**config.mk**
```make
export PLATFORM = sky130hd
export DESIGN_NAME = upct_nway
export DESIGN_NICKNAME = d
export VERILOG_FILES = /design/src/rtl/upct_nway_pkg.sv /design/src/rtl/upct_nway_plru_tree.sv /design/src/rtl/upct_nway.sv
export SDC_FILE = /design/constraint.sdc
export NUM_CORES = 1
export LEC_CHECK = 0
export BUFFER_PORTS_ARGS = -buffer_cell sky130_fd_sc_hd__buf_2
export CAP_MARGIN = 20
export CORE_MARGIN = 2
export CORE_UTILIZATION = 50
export CTS_BUF_LIST = sky130_fd_sc_hd__clkbuf_8
export DETAILED_ROUTE_END_ITERATION = 12
export PLACE_DENSITY = 0.71
export SLEW_MARGIN = 20
export SYNTH_ARGS = -nofsm -noshare
export SYNTH_HDL_FRONTEND = slang
export SYNTH_SLANG_ARGS = --single-unit
```
**constraint.sdc**
```tcl
create_clock -name CLK -period 8.6 [get_ports CLK]
set_input_delay 1.72 -clock CLK [delete_from_list [all_inputs] [get_ports CLK]]
set_output_delay 1.72 -clock CLK [all_outputs]
set_load 0.02 [all_outputs]
```
**src/rtl/upct_nway_pkg.sv**
```systemverilog
// Shared constants and helpers for the upper-PC table.
// Table depth must be a power of two and at least 2.
package upct_nway_pkg;

    localparam int UPCT_ENTRIES     = 8;
    localparam int LOG_UPCT_ENTRIES = $clog2(UPCT_ENTRIES);
    localparam int UPPER_PC_WIDTH   = 20;
    localparam int UPCT_PLRU_BITS   = UPCT_ENTRIES - 1;

    // Node count of a full binary PLRU tree over the given number of leaves.
    function automatic int plru_bits(input int entries);
        return entries - 1;
    endfunction

endpackage

```
**src/rtl/upct_nway_plru_tree.sv**
```systemverilog
// Tree-PLRU helper: combinational victim and post-touch node bits.
// Heap-ordered nodes; a node bit of 1 points the victim at the higher-index subtree.
module upct_nway_plru_tree
    import upct_nway_pkg::*;
#(
    parameter int ENTRIES = UPCT_ENTRIES,
    localparam int LOG_ENTRIES = $clog2(ENTRIES)
) (
    input  logic [ENTRIES-2:0]     bits_i,
    input  logic [LOG_ENTRIES-1:0] touch_idx_i,
    output logic [LOG_ENTRIES-1:0] victim_o,
    output logic [ENTRIES-2:0]     bits_next_o
);

    always_comb begin
        int node;
        victim_o = '0;
        node     = 0;
        for (int lvl = 0; lvl < LOG_ENTRIES; lvl++) begin
            victim_o[LOG_ENTRIES-1-lvl] = bits_i[LOG_ENTRIES'(node)];
            node = 2 * node + 1 + int'(bits_i[LOG_ENTRIES'(node)]);
        end
    end

    // Each node on the touched path is flipped to point away from the touched leaf.
    always_comb begin
        int   node;
        logic dir;
        bits_next_o = bits_i;
        node        = 0;
        for (int lvl = 0; lvl < LOG_ENTRIES; lvl++) begin
            dir = touch_idx_i[LOG_ENTRIES-1-lvl];
            bits_next_o[LOG_ENTRIES'(node)] = ~dir;
            node = 2 * node + 1 + int'(dir);
        end
    end

endmodule

```
**src/rtl/upct_nway.sv**
```systemverilog
// Upper-PC table with CAM install/refresh, stage-1 forwarding and tree-PLRU replacement.
// Optional hit/miss performance counters are enabled with the UPCT_PERF_CNT_EN macro.
module upct_nway
    import upct_nway_pkg::*;
#(
    parameter int UPCT_ENTRIES     = upct_nway_pkg::UPCT_ENTRIES,
    parameter int LOG_UPCT_ENTRIES = $clog2(UPCT_ENTRIES),
    parameter int UPPER_PC_WIDTH   = upct_nway_pkg::UPPER_PC_WIDTH
) (
    input  logic                        CLK,
    input  logic                        rst,
    input  logic [LOG_UPCT_ENTRIES-1:0] read_index,
    output logic [UPPER_PC_WIDTH-1:0]   read_upper_PC,
    input  logic                        update0_valid,
    input  logic [31:0]                 update0_target_full_PC,
    output logic                        update1_valid,
    output logic [LOG_UPCT_ENTRIES-1:0] update1_upct_index,
`ifdef UPCT_PERF_CNT_EN
    output logic [31:0]                 perf_hit_count,
    output logic [31:0]                 perf_miss_count,
`endif
    output logic                        update1_hit
);

    localparam int LOG = LOG_UPCT_ENTRIES;
    localparam int W   = UPPER_PC_WIDTH;
    localparam int NB  = plru_bits(UPCT_ENTRIES);

    logic [W-1:0]            upper_q [UPCT_ENTRIES];
    logic [UPCT_ENTRIES-1:0] valid_q;
    logic [NB-1:0]           plru_q, plru_d, plru_touched;
    logic [W-1:0]            read_q, read_d;

    logic           s1_valid_q, s1_valid_d;
    logic           s1_hit_q, s1_hit_d;
    logic [LOG-1:0] s1_idx_q, s1_idx_d;
    logic [W-1:0]   s1_upper_q, s1_upper_d;

    logic [W-1:0]   upper0;
    logic           cam_hit, fwd_hit;
    logic [LOG-1:0] cam_idx;
    logic           inv_found;
    logic [LOG-1:0] inv_idx, plru_victim, chosen_idx;
    logic           wr_en;
    logic           unused_low_pc;

    assign upper0        = update0_target_full_PC[31 -: W];
    assign unused_low_pc = ^update0_target_full_PC[31-W:0];

    upct_nway_plru_tree #(
        .ENTRIES(UPCT_ENTRIES)
    ) u_plru (
        .bits_i      (plru_q),
        .touch_idx_i (chosen_idx),
        .victim_o    (plru_victim),
        .bits_next_o (plru_touched)
    );

    // Lowest-indexed invalid entry is preferred over the PLRU victim.
    always_comb begin
        inv_found = 1'b0;
        inv_idx   = '0;
        for (int i = UPCT_ENTRIES - 1; i >= 0; i--) begin
            if (!valid_q[i]) begin
                inv_found = 1'b1;
                inv_idx   = LOG'(i);
            end
        end
    end

    always_comb begin
        chosen_idx = plru_victim;
        if (s1_hit_q) begin
            chosen_idx = s1_idx_q;
        end else if (inv_found) begin
            chosen_idx = inv_idx;
        end
        wr_en  = s1_valid_q && !s1_hit_q;
        plru_d = s1_valid_q ? plru_touched : plru_q;
    end

    // The entry being overwritten this cycle must not be reported as a hit on its old value.
    always_comb begin
        cam_hit = 1'b0;
        cam_idx = '0;
        for (int i = 0; i < UPCT_ENTRIES; i++) begin
            if (valid_q[i] && (upper_q[i] == upper0) &&
                !(wr_en && (chosen_idx == LOG'(i)))) begin
                cam_hit = 1'b1;
                cam_idx = LOG'(i);
            end
        end
        fwd_hit = wr_en && (s1_upper_q == upper0);
    end

    always_comb begin
        s1_valid_d = update0_valid;
        s1_hit_d   = update0_valid && (cam_hit || fwd_hit);
        s1_idx_d   = fwd_hit ? chosen_idx : cam_idx;
        s1_upper_d = upper0;
    end

    always_comb begin
        read_d = upper_q[read_index];
        if (wr_en && (chosen_idx == read_index)) begin
            read_d = s1_upper_q;
        end
    end

    always_ff @(posedge CLK) begin
        if (rst) begin
            for (int i = 0; i < UPCT_ENTRIES; i++) begin
                upper_q[i] <= '0;
            end
            valid_q <= '0;
        end else if (wr_en) begin
            upper_q[chosen_idx] <= s1_upper_q;
            valid_q[chosen_idx] <= 1'b1;
        end
    end

    always_ff @(posedge CLK) begin
        if (rst) begin
            plru_q     <= '0;
            read_q     <= '0;
            s1_valid_q <= 1'b0;
            s1_hit_q   <= 1'b0;
            s1_idx_q   <= '0;
            s1_upper_q <= '0;
        end else begin
            plru_q     <= plru_d;
            read_q     <= read_d;
            s1_valid_q <= s1_valid_d;
            s1_hit_q   <= s1_hit_d;
            s1_idx_q   <= s1_idx_d;
            s1_upper_q <= s1_upper_d;
        end
    end

    assign read_upper_PC      = read_q;
    assign update1_valid      = s1_valid_q;
    assign update1_hit        = s1_valid_q && s1_hit_q;
    assign update1_upct_index = s1_valid_q ? chosen_idx : '0;

`ifdef UPCT_PERF_CNT_EN
    logic [31:0] hit_cnt_q, hit_cnt_d;
    logic [31:0] miss_cnt_q, miss_cnt_d;

    // Saturating counters so long runs never wrap back to small values.
    always_comb begin
        hit_cnt_d  = hit_cnt_q;
        miss_cnt_d = miss_cnt_q;
        if (s1_valid_q && s1_hit_q && (hit_cnt_q != 32'hFFFF_FFFF)) begin
            hit_cnt_d = hit_cnt_q + 32'd1;
        end
        if (s1_valid_q && !s1_hit_q && (miss_cnt_q != 32'hFFFF_FFFF)) begin
            miss_cnt_d = miss_cnt_q + 32'd1;
        end
    end

    always_ff @(posedge CLK) begin
        if (rst) begin
            hit_cnt_q  <= '0;
            miss_cnt_q <= '0;
        end else begin
            hit_cnt_q  <= hit_cnt_d;
            miss_cnt_q <= miss_cnt_d;
        end
    end

    assign perf_hit_count  = hit_cnt_q;
    assign perf_miss_count = miss_cnt_q;
`endif

endmodule

```
==> impl_results.md <==
* Root buffer cell: clkbuf_8
* Mux contribution to synthesized area at 9.99%
* CP cell instances: mux2i_1, ha_1, mux2i_1, a21oi_1, o311ai_1, o21a_4, nor2_1, buf_2
* Largest net degree at the start of global routing at 42
* Most used cell, CP: mux2i_1
* Post-Synth Simple-Gate Area at 16.7%
* Slew HR at 28.1%
* WS Path Type: flop to output pin
* Total grt overflow at 0
* Max Slew Vio Count at 0
* Worst-case clock buffer depth at 3
* Drt drc at 0
* Yosys cell types at 55
* Fin. Hold Viols at 0
* Worst Hold Class: flop to flop
* H-tree depth at 2
* Site row count at 56
* Leakage at 0.00494 µW
* Synth Area in XOR/XNOR at 13.6%
* Vias in the first global route at 7,946
* Sum of negative setup slack at 0 ns
* Hpwl dp at 24,700 µm
* Post-CTS Setup Inserts at 0
* Die area at 24,800 µm²
* Die Y at 157 µm
* Pre-antenna DRT Iters at 6
* Syn_area_per_cell at 12.1 µm²
* CP max stage delay at 0.58 ns
* CTS tree: built
* Fin crit share at 58.5%
* CTS Buf Count at 40
* Register area share after synthesis at 51.0%
* Outcome: completed
* Hold path depth at 1
* Overall Power at 2460 µW
* Detail Route Antenna Nets at 0
* Avg WL per Cell at 27.1 µm
* Setup violators final at 0
* Post-synthesis adder-cell area fraction at 0.106%
* Number of synthesized register bits at 220
* Io pins at 63
* Area of the mapped netlist at 11,800 µm²
* GPL Wtd Cong at 1.05
* Clk sinks at 220
* Initial core utilization at 50.6%
* Detailed Route WL at 36,300 µm
* Setup crit end kind: output pin
* First-pass GRT wire length at 53,000 µm
* Pwr dens at 189 nW/µm²
* Drt first-iter violations at 958
* Worst Path Required at 6.88 ns
* CP max stage cell: o311ai_1
* VDD IR max at 0.137 mV
* Fin crit period at 5.03 ns
* Worst R2R Setup Slack at 4.29 ns
* Reg2Reg Launch Point: plru_q[0]
* Max-Cap Viols at 0
* CTS Hold Bufs at 0
* Post-synth EDFFs at 160
* Worst-path maximum fanout at 35
* Share of cells above drive strength 1 at 19.4%
* Core area at 23,300 µm²
* Clock latency on the worst-skew pair at 0.56 ns
* Startpoint Class: flop
* Vias at 8,206
* Die Wd at 157 µm
* F_max at 0.199 GHz
* Hold path start: plru_q[5]
* Port bufs at 50
* FF-to-FF End: read_upper_PC[0]
* Nets at 1,029
* Main combinational cell family by area after synthesis: simple AND/OR/NAND/NOR gates
* Reg2Reg Depth at 11
* Ys Warns at 0
* Clock-pin slew on the worst setup and hold paths at 0.06 ns
* Synth Flop Type: edfxtp_1
* Area delta synth->final at 10.4%
* Worst-margin pin slew at 1.08 ns
* Synth Area in Compound Gates at 5.25%
* Worst clock skew at 0.0231 ns
* Hold worst-path end: plru_q[5]
* Asr flop ratio synth at 0%
* Worst Path Arrival at 3.31 ns
* Initial antenna violation count at 3
* Synth Instances at 972
* Syn Nets at 1,011
* RSZ-0062 raised after global routing: no
* Gr usage total at 30.0%
* Resized cells post-CTS at 0
* Via density at 6.12
==> how the worst max path moves through the flow <==
stage / start / to / slack [ns] / depth (start not counted)
finish: plru_q[0] / update1_upct_index[0] / 3.57 / 8
global route: plru_q[0] / update1_upct_index[0] / 3.32 / 8
CTS: plru_q[0] / update1_upct_index[0] / 3.57 / 8
detailed placement: rst / read_upper_PC[0] / 4.16 / 8
global placement: rst / read_upper_PC[0] / 4.17 / 8
floorplan: plru_q[0] / upper_q[0][0] / 4.44 / 9
==> per-layer routing <==
metal	track usage (%)	up-vias	part of all wire (%)
met5	0	-	0.069
met1	40.3	4071	40
li1	-	3530	-
met3	7.85	126	9.9
met4	13.1	4	4.9
met2	46.1	475	45
==> state kept, by name (all words and copies together), names as in the netlist <==
register and flops:
valid_q 8, plru_q 7, s1_idx_q 3, update1_valid 1, s1_hit_q 1, s1_upper_q 20, upper_q 160, read_upper_PC 20
==> kinds of logic after synthesis <==
family                   count (synthesis)
adder cells (fa/ha/maj)                  1
AO/OA/AOI/OAI                           70
flip-flops                             220
multiplexers                            67
buffers and inverters                   97
AND/OR/NAND/NOR                        334
XOR/XNOR                               183
==> final cells by class <==
type	instances	area (µm²)
fillers	1988	10300
flip-flops and latches	220	6010
multi-input cells	655	5440
clock buffers	46	633
well taps	319	399
repair buffers	68	385
clock inverters	27	118
inverters	5	18.8
diodes	1	2.50
==> per-stage QoR <==
step	cells	hold slack [ns]	area, µm²	setup slack, ns	utilization, %
CTS	1340	0.467	13000	3.57	55.9
global route	1340	0.479	13000	3.32	55.9
floorplan	972	0.429	11800	4.44	-
detailed placement	1267	0.458	12200	4.16	52.7
global placement	1267	0.451	12200	4.17	52.7
finish	1341	0.466	13000	3.57	55.9
==> Yosys cell counts, types with 16 or more instances <==
| master | number | area, µm² |
|---|---|---|
| a211oi_2 | 20 | 250 |
| and2_1 | 122 | 763 |
| and3_1 | 44 | 275 |
| buf_1 | 19 | 71.3 |
| clkbuf_1 | 63 | 236 |
| dfxtp_1 | 60 | 1200 |
| edfxtp_1 | 160 | 4800 |
| mux2i_1 | 26 | 260 |
| mux4_2 | 40 | 901 |
| nand2_1 | 17 | 63.8 |
| nand3_1 | 16 | 80.1 |
| nand4_1 | 24 | 150 |
| nor2_1 | 17 | 63.8 |
| nor2b_1 | 27 | 169 |
| nor3_1 | 25 | 125 |
| nor4_1 | 25 | 156 |
| xnor2_1 | 91 | 797 |
| xor2_1 | 92 | 806 |
==> cell usage in the layout (no fill, tap or decap), types with 26 or more instances in the layout <==
| master | netlist | layout |
|---|---|---|
| nor2b_1 | 27 | 26 |
| buf_2 | 2 | 50 |
| xor2_1 | 92 | 92 |
| clkbuf_8 | 0 | 46 |
| and3_1 | 44 | 44 |
| dfxtp_1 | 60 | 60 |
| mux2i_1 | 26 | 26 |
| edfxtp_1 | 160 | 160 |
| and2_1 | 122 | 122 |
| xnor2_1 | 91 | 90 |
| mux4_2 | 40 | 40 |
==> worst max-delay path, delay by kind of cell, from the launching register on <==
kind / cells / cell delay (ns)
AO/OA/AOI/OAI: 3 / 1.20
adder cells (fa/ha/maj): 1 / 0.37
buffers and inverters: 1 / 0.18
flip-flops: 1 / 0.37
multiplexers: 2 / 0.57
AND/OR/NAND/NOR: 1 / 0.08
==> where the power goes <==
group / switching (µW) / internal, µW
sequential: 40.0 / 1180
clock: 452 / 489
combinational: 191 / 105
Note: power is estimated with default switching activity, not from simulation.
